File: src/rtl/bit_deframer.sv
// bit_deframer: recovers word framing from a 1-bit stream.
// Hunts for SYNC_WORD at any bit alignment, then emits FRAME_LEN data words
// per frame. A flywheel re-checks the sync word at each frame boundary and
// drops lock after MISS_MAX consecutive misses.
// Optional build macro: BIT_DEFRAMER_MSB_FIRST_EN selects MSB-first bit order
// (default is LSB-first).
module bit_deframer #(
   parameter int                WORD_W    = 8,
   parameter logic [WORD_W-1:0] SYNC_WORD = 8'hA5,
   parameter int                FRAME_LEN = 4,
   parameter int                MISS_MAX  = 2
) (
   input  logic              CLK,
   input  logic              RST,
   input  logic              DIN,
   input  logic              DIN_DV,
   output logic [WORD_W-1:0] DOUT,
   output logic              DOUT_DV,
   output logic              SOF,
   output logic              LOCKED,
   output logic              SYNC_LOST
);

   // Counter widths: each counter is just wide enough for its largest value.
   localparam int FILL_W = ($clog2(WORD_W + 1) > 1) ? $clog2(WORD_W + 1) : 1;
   localparam int BIT_W  = ($clog2(WORD_W) > 1) ? $clog2(WORD_W) : 1;
   localparam int WCNT_W = ($clog2(FRAME_LEN) > 1) ? $clog2(FRAME_LEN) : 1;
   localparam int MISS_W = ($clog2(MISS_MAX) > 1) ? $clog2(MISS_MAX) : 1;

   localparam logic [FILL_W-1:0] FILL_FULL = FILL_W'(WORD_W);
   localparam logic [FILL_W-1:0] FILL_LAST = FILL_W'(WORD_W - 1);
   localparam logic [BIT_W-1:0]  BIT_LAST  = BIT_W'(WORD_W - 1);
   localparam logic [WCNT_W-1:0] WORD_LAST = WCNT_W'(FRAME_LEN - 1);
   localparam logic [MISS_W-1:0] MISS_LAST = MISS_W'(MISS_MAX - 1);

   localparam logic [1:0] ST_HUNT  = 2'd0;
   localparam logic [1:0] ST_DATA  = 2'd1;
   localparam logic [1:0] ST_CHECK = 2'd2;

   logic [1:0]        state;
   // Only WORD_W-1 history bits are stored; the incoming bit completes the word.
   logic [WORD_W-2:0] sr;
   logic [WORD_W-1:0] sr_next;
   logic [FILL_W-1:0] fill_cnt;
   logic [BIT_W-1:0]  bit_cnt;
   logic [WCNT_W-1:0] word_cnt;
   logic [MISS_W-1:0] miss_cnt;

   // Shift register view including the bit currently on DIN.
`ifdef BIT_DEFRAMER_MSB_FIRST_EN
   assign sr_next = {sr, DIN};
`else
   assign sr_next = {DIN, sr};
`endif

   assign LOCKED = (state != ST_HUNT);

   // Framing state machine; everything advances only on valid bits.
   always_ff @(posedge CLK or posedge RST) begin
      if (RST) begin
         state     <= ST_HUNT;
         sr        <= '0;
         fill_cnt  <= '0;
         bit_cnt   <= '0;
         word_cnt  <= '0;
         miss_cnt  <= '0;
         DOUT      <= '0;
         DOUT_DV   <= 1'b0;
         SOF       <= 1'b0;
         SYNC_LOST <= 1'b0;
      end else begin
         DOUT_DV   <= 1'b0;
         SOF       <= 1'b0;
         SYNC_LOST <= 1'b0;
         if (DIN_DV) begin
`ifdef BIT_DEFRAMER_MSB_FIRST_EN
            sr <= sr_next[WORD_W-2:0];
`else
            sr <= sr_next[WORD_W-1:1];
`endif
            case (state)
               ST_HUNT: begin
                  if (fill_cnt < FILL_FULL) begin
                     fill_cnt <= fill_cnt + 1'b1;
                  end
                  if ((fill_cnt >= FILL_LAST) && (sr_next == SYNC_WORD)) begin
                     state    <= ST_DATA;
                     bit_cnt  <= '0;
                     word_cnt <= '0;
                  end
               end
               ST_DATA: begin
                  if (bit_cnt == BIT_LAST) begin
                     bit_cnt <= '0;
                     DOUT    <= sr_next;
                     DOUT_DV <= 1'b1;
                     SOF     <= (word_cnt == '0);
                     if (word_cnt == WORD_LAST) begin
                        word_cnt <= '0;
                        state    <= ST_CHECK;
                     end else begin
                        word_cnt <= word_cnt + 1'b1;
                     end
                  end else begin
                     bit_cnt <= bit_cnt + 1'b1;
                  end
               end
               ST_CHECK: begin
                  if (bit_cnt == BIT_LAST) begin
                     bit_cnt <= '0;
                     if (sr_next == SYNC_WORD) begin
                        miss_cnt <= '0;
                        state    <= ST_DATA;
                     end else if (miss_cnt < MISS_LAST) begin
                        miss_cnt <= miss_cnt + 1'b1;
                        state    <= ST_DATA;
                     end else begin
                        miss_cnt  <= '0;
                        fill_cnt  <= '0;
                        state     <= ST_HUNT;
                        SYNC_LOST <= 1'b1;
                     end
                  end else begin
                     bit_cnt <= bit_cnt + 1'b1;
                  end
               end
               default: begin
                  state <= ST_HUNT;
               end
            endcase
         end
      end
   end

endmodule
File: config.mk
export PLATFORM = sky130hd
export DESIGN_NAME = bit_deframer
export DESIGN_NICKNAME = d
export VERILOG_FILES = /design/src/rtl/bit_deframer.sv
export SDC_FILE = /design/constraint.sdc
export NUM_CORES = 1
export LEC_CHECK = 0
export ABC_CLOCK_PERIOD_IN_PS = 2200
export BUFFER_PORTS_ARGS = -buffer_cell sky130_fd_sc_hd__buf_2
export CAP_MARGIN = 20
export CORE_AREA = 2 2 73 75
export DETAILED_ROUTE_END_ITERATION = 10
export DIE_AREA = 0 0 75 77
export PLACE_DENSITY = 0.43
export REMOVE_ABC_BUFFERS = 1
export SLEW_MARGIN = 20
export SYNTH_ARGS = -nofsm -noshare
export SYNTH_HDL_FRONTEND = slang
export SYNTH_SLANG_ARGS = --single-unit
File: constraint.sdc
create_clock -name CLK -period 2.2 [get_ports CLK]
set_input_delay 0.44 -clock CLK [delete_from_list [all_inputs] [get_ports CLK]]
set_output_delay 0.44 -clock CLK [all_outputs]
set_load 0.1 [all_outputs]
# == After elaboration in Yosys (flattened, before gate mapping) ==
# Cells that the tools add are included.
# totals
latchBits,0
register_bits,30
out_inout_bits,12
wordCells,75
n_memories,0
inputBits,4
ramBits,0
romBits,0
# op_classes
n_eq_ne,12
n_lt_le_gt_ge,3
shifts,0
add_sub_neg,4
reduce_logical,14
n_bitwise,0
mul,0
n_div,0
n_mux,32
# op_table
operator,n
4-bit two-way mux,4
1-bit two-way mux,15
2-bit two-way mux,7
2-bit != test (second input constant),7
3-bit AND reduction,3
8-bit equality test (second input constant),1
4-bit case mux with 2 select lines,1
2-bit nonzero test,4
3-bit two-way mux,2
2-bit case mux with 3 select lines,1
3-bit case mux with 2 select lines,1
6-bit AND reduction,1
5-bit AND reduction,1
4-bit by 1-bit adder with 4-bit output (second input constant),1
2-bit equality test (second input constant),2
4-bit by 3-bit >= comparator with 1-bit output (second input constant),1
2-bit logical NOT,2
4-bit < comparator (second input constant),1
2-bit case mux with 2 select lines,1
4-bit AND reduction,1
3-bit by 1-bit adder with 3-bit output (second input constant),1
3-bit equality test (second input constant),1
2-bit by 1-bit adder with 2-bit output (second input constant),1
2-bit by 1-bit equality test with 1-bit output (second input constant),1
4 further kinds,4

# == Depth between registers and ports, before layout ==
# depth
depth_word,6
ltp_mapped,8
depth_no_buf,6

# == Least setup slack after synthesis ==
# OpenSTA, ideal clock, no wires.
# synth_timing
kind,register -> register
startpoint,register state[0]
endpoint,register word_cnt[1]
path_stages_with_launch,7
path_buffers,1
slack_ps,327
period_less_slack_ps,1873
arrival_time_ps,1745
setup_ps,128
required_time_ps,2072
cell_sequence,dfrtp_1 -> inv_1 -> ha_1 -> buf_2 -> inv_1 -> a22o_1 -> a211oi_1
# synth_via
elab_chain_len,3
elab_cells_between_ends,7
cone_classes,eq/ne: 3; mux: 1; reduce/logical: 3
# synth_lines
element,line_no,source
"start, declared",40,logic [1:0] state;
"start signal, assigned",61,state <= ST_HUNT;
"start signal, assigned",87,state <= ST_DATA;
"start signal, assigned",100,state <= ST_CHECK;
2-bit by 1-bit equality test with 1-bit output or 2-bit logical NOT (tied branches),81,case (state)
2-bit != test (no line) or 2-bit nonzero test (tied branches),-,
4-bit AND reduction (no line),-,
"end signal, assigned",102,word_cnt <= word_cnt + 1'b1;
"end, declared",46,logic [WCNT_W-1:0] word_cnt;
# Parallel ways exist; a longest one is shown, timed or not.
# A chain may end at the register's enable or synchronous reset.

# == Worst setup path after layout ==
# layout_timing
startpoint,register bit_cnt[0]
endpoint,register word_cnt[1]
# layout_via
elab_chain_len,3
# layout_lines
element,line_no,source
"start, declared",45,logic [BIT_W-1:0] bit_cnt;
"start signal, assigned",105,bit_cnt <= bit_cnt + 1'b1;
"start signal, assigned",124,bit_cnt <= bit_cnt + 1'b1;
3-bit equality test,93,if (bit_cnt == BIT_LAST) begin
2-bit != test (no line),-,
4-bit AND reduction (no line),-,
# Every way passes these cells.

==> impl_metrics.ini <==
[outcome]
status = complete, no violations

[routing]
drt_iter0_markers = 37
via_count = 1049
routedWlPerCell_um = 13.5
viasPerCell = 4.66
first_pass_iters = 3
antenna_left = 0
drc_errors = 0
wl_um = 3030

[grt]
grtUsageMet1_pct = 14.5
top_usage_layer = met2
grt_max_degree = 31
grt_pass1_vias = 1114
met2_usage_pct = 19.7
grt_antenna_before_repair = 0
use_met3_pct = 3.94
overflow = 0
grtUsageTotal_pct = 12.1
grt_pass1_wl_um = 5270

[clock_tree]
clk_pin_slew_ns = 0.06
ctsResizeCount = 0
htreeDepth = 2
cts_tree = built
numCtsBuffers = 5
clock-sinks = 30
ctsHoldBuffers = 0
cts_buffer_depth = 2
cts_root_buf = clkbuf_8
clock_latency_ns = 0.27
post_cts_buffers = 0

[yosys]
synth_edf_count = 0
yosysUniqueCellTypes = 32
ys_ff_latch = 30
netlist_area_sq_um = 1520
netlist_top_cells_area = dfrtp_1, ha_1, nand2_1
async_flop_share_pct = 100
synth_most_common_cell = dfrtp_1
netlist_instances = 137
ys.flop_type = dfrtp_1
avgSynthCellArea_sq_um = 11.1
ys_seq_area_share_pct = 49.5
yosysWarnings = 0
synth_common_cells = dfrtp_1, nand2_1, inv_1, ha_1, mux2_2
synth_top_area_share_pct = 49.5
synth_area_leader_cell = dfrtp_1

[power]
leakagePower_nw = 0.836
irDropWorstVdd_mv = 0.815
finalPower_mw = 2.64
power.density_nw_per_um2 = 1480

[timing]
hold_violations = 0
clock.fmax_ghz = 0.490
fin_crit_sh_pct = 92.7
rsz0062_at_grt = no
slew_headroom_pct = 58.9
clock_skew_ns = 0.00415
worst_pin_slew_ns = 0.611
setup_tns_ns = 0
finalSetupViolations = 0
period_needed_ns = 2.04
slew_viol_final = 0

[worst_setup_path]
crit_slowest_cell = dfrtp_1
worstPathRequired_ns = 2.38
max_stage_delay_ns = 0.40
cp.arrival_ns = 2.22
critPathKind = reg2reg
critical_path_buf_inv_count = 1
crit_path_frequent_cell = ha_1
r2r_cells = 6
worstPathCellList = ha_1 > ha_1 > nand3_2 > inv_1 > a22o_1 > a211oi_1
critPathLaunch = bit_cnt[0]
reg2reg_slack_ns = 0.16
path_delay_family = compound AO/OA/AOI/OAI gates
crit_fanout = 13
end_kind = flip-flop
r2r-start = bit_cnt[0]
cp-start-kind = flip-flop
r2r-end = word_cnt[1]

[die]
core.rowCount = 26
dieArea_sq_um = 5780
die_x_um = 75
die-height_um = 77
core_area_sq_um = 4980
start_util_pct = 30.5
ios = 16

[place]
gp_congestion = 0.708
postPlaceCellArea_sq_um = 1660
portBuffers = 15
dp_hpwl_um = 2100

[finish]
final_area_sq_um = 1780
area_delta_synth_final_pct = 17.5
drive_gt1_share_pct = 27.7
n_antenna_cell = 0
fin_nets = 168

[worst_hold_path]
min-delay-path-class = in2async

[job]
maxCapViolCount = 0
-- worst max path at each step --
stage	endpoint	slack [ns]	cells past startpoint
floorplan	word_cnt[1]	0.23	5
global placement	word_cnt[1]	0.16	6
detailed placement	word_cnt[1]	0.18	6
CTS	LOCKED	0.03	4
global route	word_cnt[0]	0.03	6
finish	word_cnt[1]	0.16	6
-- kinds of logic after synthesis --
family	Yosys count	synth area share (%)
AND/OR/NAND/NOR	49	18.5
multiplexers	8	5.94
buffers and inverters	15	3.96
flip-flops	30	49.5
adder cells (fa/ha/maj)	9	7.43
AO/OA/AOI/OAI	26	14.7
-- metrics by stage --
stage | util, % | hold WS [ns] | instances | setup slack (ns)
finish | 35.8 | 0.233 | 225 | 0.160
global route | 35.8 | 0.260 | 225 | 0.0335
CTS | 35.7 | 0.245 | 225 | 0.0255
detailed placement | 33.4 | 0.457 | 218 | 0.180
global placement | 33.4 | 0.453 | 218 | 0.160
floorplan | - | 0.474 | 132 | 0.232
-- area by class of cell --
class | instances | area (sq um)
Inverter | 10 | 37.5
Sequential cell | 30 | 751
Clock buffer | 6 | 82.6
Multi-Input combinational cell | 92 | 708
Timing Repair Buffer | 16 | 85.1
Fill cell | 506 | 3200
Tap cell | 70 | 87.6
Clock inverter | 1 | 30.0
-- report_power, final --
part | switching, mW | internal (mW) | leakage (nW)
logic | 0.877 | 0.331 | 0.394
clock network | 0.200 | 0.362 | 0.0573
registers | 0.143 | 0.726 | 0.385
total | 1.22 | 1.42 | 0.836
-- routing by layer --
layer,up-vias,share of wire (%)
met5,-,0
met4,0,1.1
met3,4,2.8
met2,11,52
met1,523,45
li1,511,-
-- worst min-delay path, delay by kind of cell --
kind / cells / cell delay (ns)
buf+inv: 3 / 0.48
-- registers in the layout, summed over array words and instances (netlist names) --
name / cells
DOUT: 8
bit_cnt: 3
SOF: 1
state: 2
word_cnt: 2
miss_cnt: 1
SYNC_LOST: 1
DOUT_DV: 1
fill_cnt: 4
sr: 7
-- placed cells by master, fill, tap and decap left out, types with 2 or more instances in the layout --
cell type,n
a211oi_1,2
a21oi_1,5
a22o_1,6
and2_1,2
buf_2,14
clkbuf_8,6
dfrtp_1,30
ha_1,8
inv_1,10
mux2_2,8
nand2_1,28
nand3_1,2
nand4bb_4,2
nor2_1,4
nor3_1,3
o21ai_0,5
Power figures use the tool's default switching activity.
